File: src/rtl/tweezer_dac_writer_if.sv
// Sample bus from the tweezer feedback controller plus the serial DAC pins
// and status flags of tweezer_dac_writer.
interface tweezer_dac_writer_if #(
  parameter int dataBitSize = 16
);
  logic                   enable;
  logic [dataBitSize-1:0] inData;
  logic                   inData_valid;
  logic                   dac_cs_n;
  logic                   dac_sclk;
  logic                   dac_sdi;
  logic                   dac_ldac_n;
  logic                   busy;
  logic                   overrun;

  modport master (
    output enable, inData, inData_valid,
    input  dac_cs_n, dac_sclk, dac_sdi, dac_ldac_n, busy, overrun
  );

  modport slave (
    input  enable, inData, inData_valid,
    output dac_cs_n, dac_sclk, dac_sdi, dac_ldac_n, busy, overrun
  );
endinterface

File: src/rtl/tweezer_dac_writer.sv
// Serial DAC transmitter: converts controller samples to offset binary, shifts them
// MSB-first into a 16-bit SPI DAC and pulses LDAC; one-deep pending slot with overrun flag.
module tweezer_dac_writer #(
  parameter int dataBitSize  = 16,
  parameter int clkDivider   = 4,
  parameter int gapCycles    = 2,
  parameter bit offsetBinary = 1'b1
) (
  input  logic                 clk,
  input  logic                 reset,
  tweezer_dac_writer_if.slave  bus
);
  localparam int CntMax = (2 * clkDivider > gapCycles) ? 2 * clkDivider : gapCycles;
  localparam int CntW   = $clog2(CntMax + 1);
  localparam int BitW   = $clog2(dataBitSize + 1);

  localparam logic [CntW-1:0] DivCnt     = CntW'(clkDivider);
  localparam logic [CntW-1:0] DivLast    = CntW'(clkDivider - 1);
  localparam logic [CntW-1:0] PeriodLast = CntW'(2 * clkDivider - 1);
  localparam logic [CntW-1:0] GapLast    = CntW'(gapCycles - 1);
  localparam logic [BitW-1:0] BitLast    = BitW'(dataBitSize - 1);

  typedef enum logic [2:0] {IDLE, SETUP, SHIFT, LOAD, GAP} state_t;

  state_t                 state_q, state_d;
  logic [CntW-1:0]        cnt_q, cnt_d;
  logic [BitW-1:0]        bit_q, bit_d;
  logic [dataBitSize-1:0] shreg_q, shreg_d;
  logic [dataBitSize-1:0] pend_word_q, pend_word_d;
  logic                   pend_q, pend_d;

  logic cs_n_q, cs_n_d;
  logic sclk_q, sclk_d;
  logic sdi_q, sdi_d;
  logic ldac_n_q, ldac_n_d;
  logic busy_q, busy_d;
  logic overrun_q, overrun_d;

  logic                   accept;
  logic [dataBitSize-1:0] in_word;

  assign accept  = bus.enable & bus.inData_valid;
  assign in_word = offsetBinary ? {~bus.inData[dataBitSize-1], bus.inData[dataBitSize-2:0]}
                                : bus.inData;

  always_ff @(posedge clk or posedge reset) begin
    if (reset) begin
      state_q     <= IDLE;
      cnt_q       <= '0;
      bit_q       <= '0;
      shreg_q     <= '0;
      pend_word_q <= '0;
      pend_q      <= 1'b0;
      cs_n_q      <= 1'b1;
      sclk_q      <= 1'b0;
      sdi_q       <= 1'b0;
      ldac_n_q    <= 1'b1;
      busy_q      <= 1'b0;
      overrun_q   <= 1'b0;
    end else begin
      state_q     <= state_d;
      cnt_q       <= cnt_d;
      bit_q       <= bit_d;
      shreg_q     <= shreg_d;
      pend_word_q <= pend_word_d;
      pend_q      <= pend_d;
      cs_n_q      <= cs_n_d;
      sclk_q      <= sclk_d;
      sdi_q       <= sdi_d;
      ldac_n_q    <= ldac_n_d;
      busy_q      <= busy_d;
      overrun_q   <= overrun_d;
    end
  end

  always_comb begin
    state_d     = state_q;
    cnt_d       = cnt_q;
    bit_d       = bit_q;
    shreg_d     = shreg_q;
    pend_word_d = pend_word_q;
    pend_d      = pend_q;
    overrun_d   = 1'b0;

    // Disabling silently drops whatever is waiting; it is not an overrun.
    if (!bus.enable) pend_d = 1'b0;

    case (state_q)
      IDLE: begin
        cnt_d = '0;
        bit_d = '0;
        if (accept) begin
          shreg_d = in_word;
          state_d = SETUP;
          if (pend_q) begin
            pend_d    = 1'b0;
            overrun_d = 1'b1;
          end
        end else if (pend_q && bus.enable) begin
          shreg_d = pend_word_q;
          pend_d  = 1'b0;
          state_d = SETUP;
        end
      end
      SETUP: begin
        if (cnt_q == DivLast) begin
          cnt_d   = '0;
          state_d = SHIFT;
        end else begin
          cnt_d = cnt_q + 1'b1;
        end
      end
      SHIFT: begin
        cnt_d = cnt_q + 1'b1;
        // The high-to-low SCLK edge is where the next bit is presented.
        if (cnt_q == DivLast) shreg_d = {shreg_q[dataBitSize-2:0], 1'b0};
        if (cnt_q == PeriodLast) begin
          cnt_d = '0;
          if (bit_q == BitLast) state_d = LOAD;
          else                  bit_d   = bit_q + 1'b1;
        end
      end
      LOAD: begin
        if (cnt_q == DivLast) begin
          cnt_d   = '0;
          state_d = GAP;
        end else begin
          cnt_d = cnt_q + 1'b1;
        end
      end
      GAP: begin
        if (cnt_q == GapLast) begin
          cnt_d   = '0;
          state_d = IDLE;
        end else begin
          cnt_d = cnt_q + 1'b1;
        end
      end
      default: state_d = IDLE;
    endcase

    if (state_q != IDLE && accept) begin
      pend_word_d = in_word;
      pend_d      = 1'b1;
      if (pend_q) overrun_d = 1'b1;
    end
  end

  // Pin values are decoded from the next state so every output leaves a flop.
  always_comb begin
    cs_n_d   = 1'b1;
    sclk_d   = 1'b0;
    sdi_d    = 1'b0;
    ldac_n_d = 1'b1;
    busy_d   = (state_d != IDLE);
    case (state_d)
      SETUP: begin
        cs_n_d = 1'b0;
        sdi_d  = shreg_d[dataBitSize-1];
      end
      SHIFT: begin
        cs_n_d = 1'b0;
        sdi_d  = shreg_d[dataBitSize-1];
        sclk_d = (cnt_d < DivCnt);
      end
      LOAD:    ldac_n_d = 1'b0;
      default: ;
    endcase
  end

  assign bus.dac_cs_n   = cs_n_q;
  assign bus.dac_sclk   = sclk_q;
  assign bus.dac_sdi    = sdi_q;
  assign bus.dac_ldac_n = ldac_n_q;
  assign bus.busy       = busy_q;
  assign bus.overrun    = overrun_q;
endmodule

File: src/flat_wrapper.sv
// flat-port wrapper written by rule: the top's interface ports become plain ports
module tweezer_dac_writer_flat 
#(
  parameter int dataBitSize  = 16,
  parameter int clkDivider   = 4,
  parameter int gapCycles    = 2,
  parameter bit offsetBinary = 1'b1
)
  (clk, reset, bus_enable, bus_inData, bus_inData_valid, bus_dac_cs_n, bus_dac_sclk, bus_dac_sdi, bus_dac_ldac_n, bus_busy, bus_overrun);
  tweezer_dac_writer_if #(.dataBitSize(dataBitSize)) bus_i ();
  input  logic clk;
  input  logic reset;
  input wire logic [$bits(bus_i.enable)-1:0] bus_enable;
  input wire logic [$bits(bus_i.inData)-1:0] bus_inData;
  input wire logic [$bits(bus_i.inData_valid)-1:0] bus_inData_valid;
  output wire logic [$bits(bus_i.dac_cs_n)-1:0] bus_dac_cs_n;
  output wire logic [$bits(bus_i.dac_sclk)-1:0] bus_dac_sclk;
  output wire logic [$bits(bus_i.dac_sdi)-1:0] bus_dac_sdi;
  output wire logic [$bits(bus_i.dac_ldac_n)-1:0] bus_dac_ldac_n;
  output wire logic [$bits(bus_i.busy)-1:0] bus_busy;
  output wire logic [$bits(bus_i.overrun)-1:0] bus_overrun;
  assign bus_i.enable = bus_enable;
  assign bus_i.inData = bus_inData;
  assign bus_i.inData_valid = bus_inData_valid;
  assign bus_dac_cs_n = bus_i.dac_cs_n;
  assign bus_dac_sclk = bus_i.dac_sclk;
  assign bus_dac_sdi = bus_i.dac_sdi;
  assign bus_dac_ldac_n = bus_i.dac_ldac_n;
  assign bus_busy = bus_i.busy;
  assign bus_overrun = bus_i.overrun;
  tweezer_dac_writer #(.dataBitSize(dataBitSize), .clkDivider(clkDivider), .gapCycles(gapCycles), .offsetBinary(offsetBinary)) u_core (.clk(clk), .reset(reset), .bus(bus_i));
endmodule
File: config.mk
export PLATFORM = sky130hd
export DESIGN_NAME = tweezer_dac_writer_flat
export DESIGN_NICKNAME = d
export VERILOG_FILES = /design/src/rtl/tweezer_dac_writer_if.sv /design/src/rtl/tweezer_dac_writer.sv /design/src/flat_wrapper.sv
export SDC_FILE = /design/constraint.sdc
export NUM_CORES = 1
export LEC_CHECK = 0
export CAP_MARGIN = 20
export CORE_MARGIN = 3
export CORE_UTILIZATION = 40
export CTS_BUF_LIST = sky130_fd_sc_hd__clkbuf_8
export CTS_CLUSTER_SIZE = 40
export DETAILED_ROUTE_END_ITERATION = 12
export HOLD_SLACK_MARGIN = 0.08
export PLACE_DENSITY = 0.68
export SKIP_CTS_REPAIR_TIMING = 1
export SLEW_MARGIN = 20
export SYNTH_ARGS = -nofsm -noshare
export SYNTH_HDL_FRONTEND = slang
export SYNTH_SLANG_ARGS = --single-unit
File: constraint.sdc
create_clock -name clk -period 2.7 [get_ports clk]
set_input_delay 0.54 -clock clk [delete_from_list [all_inputs] [get_ports clk]]
set_output_delay 0.54 -clock clk [all_outputs]
set_load 0.1 [all_outputs]
==> results.txt <==
IO Count = 26
Final slew viol count = 0
Post-DRT Antenna Nets = 0
Syn_nets = 244
Root Driver = clkbuf_8
Asr flop ratio synth = 100.0%
Post-Syn Instances = 220
Detailed Routing Iterations Pass 1 = 4
Status = complete, no violations
Register bit total from synthesis = 51
Cells after DPL = 309
Arr. time, crit path = 2.46 ns
Die area = 7059 sq um
Synth Warn # = 0
Tot GR Track Use = 14.28%
Slew @ Worst Pin = 0.6921 ns
Clock insertion delay at the later pin of the skew report = 0.31 ns
DR iter-0 viols = 136
Crit Path Class = register to register
Nets@finish = 268
Crit path time final = 2.254 ns
Commonest non-fill, non-tap cell in the layout = dfrtp_1
Worst R2R Path Depth = 5
Worst Skew = 0.01166 ns
Clock transition at path regs = 0.09 ns
Largest net degree at the start of global routing = 35
Core area = 5709 sq um
P_leak = 1.232 nW
Place WS = 0.5413 ns
RSZ-0062 raised after global routing = false
HP Class = register to register
Total CTS buffers = 5
Crit path capture type = register
Layout Cells excl Fill = 317
Setup ws final = 0.4464 ns
CTS H-tree lvls = 2
Cell Chain, Critical Path = ha_1, or3b_4, a32o_2, o311a_1, nor4bb_1
Fin util = 49.68%
DP Wirelength = 3.282 mm
Die H = 84.02 um
Crit-path max cell delay = 0.44 ns
Top_reg_cell synth = dfrtp_1
Drt total wl = 4.820 mm
Hold_ws = 0.5119 ns
CP Buf/Inv Count = 0
DR vias = 1758
Setup TNS = 0 ns
Crit-path max FO = 10
Vias in the first global route = 1707
P per Cell Area = 498.5 nW/um^2
Finished layout cell area = 2836 sq um
Sequential area share after synthesis = 52.52%
Initial Utilization = 42.65%
Placed cell area = 2741 sq um
Fmax = 443.7 MHz
Endpoints failing hold = 0
Reg area = 1279 sq um
Layout overhead on the synthesized area = 16.50%
GRT overflow = 0
Slew headroom = 53.79%
Die width = 84.02 um
Crit-path leading delay family = simple AND/OR/NAND/NOR gates
Post-Syn Area = 2435 sq um
Initial antenna violation count = 0
Max Root-Sink Buffers = 2
DR vias/cell = 5.546
Fin crit share = 83.47%
Worst setup SP type = register
Commonest cells after routing, fill and taps aside = 49 x dfrtp_1, 30 x a22oi_1, 21 x o21ai_0
Area occupied by multi-input gates = 1047 sq um
Fill count = 496
Setup Viol. Count Final = 0
Min-Delay Path Depth = 1
Clock Sinks = 51
Mean Syn Cell Area = 11.07 sq um
CP required = 2.91 ns
Share of layout cells above drive strength 1 = 19.18%
Max Cap Viol = 0
# DRC = 0
Pwr Total = 1.414 mW
Cell variety after synth = 44
VDD IR max = 0.2414 mV
Site Rows = 27
Port bufs = 25
First-pass GRT wire length = 8.293 mm
Crit path depth = 5
Number of flops mapped to enable cells by yosys = 0
TritonCTS clock tree = built
Antenna diodes = 0
CP max stage cell = or3b_4
DR WL/cell = 15.21 um
Placer Congestion = 0.7520
-- flip-flops by register name, summed over array words and instances (netlist names) --
register,cells
u_core.shreg_q,16
u_core.bus.dac_sdi,1
u_core.bus.overrun,1
u_core.bus.busy,1
u_core.state_q,3
u_core.pend_q,1
u_core.bit_q,5
u_core.bus.dac_cs_n,1
u_core.bus.dac_ldac_n,1
u_core.cnt_q,4
u_core.bus.dac_sclk,1
u_core.pend_word_q,16
-- metal layers --
layer | global-route usage, % | part of all wire, % | vias to the layer above
met3 | 3.455 | 3.4 | 5
met2 | 19.15 | 42 | 25
met4 | 4.825 | 1.6 | 0
li1 | - | - | 870
met5 | 0 | 0 | -
met1 | 22.15 | 53 | 858
-- cell families after synthesis --
kind of cell               Yosys count  synth area share, %
DFF                                 51                52.52
AOI/OAI and AO/OA                   71                20.04
and+or+nand+nor                     52                12.74
adders and majority gates            4                2.056
buffers and inverters               24                4.471
muxes                               18                8.171
-- power breakdown --
part,switching [mW],internal (mW)
registers,0.0209,0.806
logic,0.0598,0.0710
clock network,0.250,0.207
total,0.330,1.08
-- worst paths after layout --
check                                       from                    end  slack [ns]
setup / recovery                 u_core.cnt_q[0]    u_core.bus.dac_sclk        0.45
hold / removal             u_core.pend_word_q[4]  u_core.pend_word_q[4]        0.51
setup reg to reg                 u_core.cnt_q[0]    u_core.bus.dac_sclk        0.45
hold reg to reg            u_core.pend_word_q[4]  u_core.pend_word_q[4]        0.51
max in group asynchronous                  reset     u_core.shreg_q[11]        1.43
min in group asynchronous                  reset     u_core.shreg_q[14]        0.66
-- final cells by class --
class	count	share of cell area, %
Inverter	8	1.059
Sequential cell	51	45.08
Clock inverter	2	0.4411
Timing Repair Buffer	33	10.41
Multi-Input combinational cell	145	36.92
Clock buffer	6	2.911
Tap cell	72	3.176
-- synthesized netlist by cell type (4+ instances only) --
| cell | number | area share (%) |
|---|---|---|
| nor2_1 | 6 | 0.92 |
| and2_1 | 4 | 1.0 |
| a22oi_1 | 30 | 9.2 |
| nand2_1 | 10 | 1.5 |
| mux2_2 | 15 | 6.9 |
| ha_1 | 4 | 2.1 |
| clkbuf_1 | 11 | 1.7 |
| nor3_1 | 4 | 0.82 |
| dfrtp_1 | 49 | 50 |
| nand3_1 | 5 | 1.0 |
| inv_1 | 8 | 1.2 |
| o21ai_0 | 21 | 4.3 |
Power figures use the tool's default switching activity.
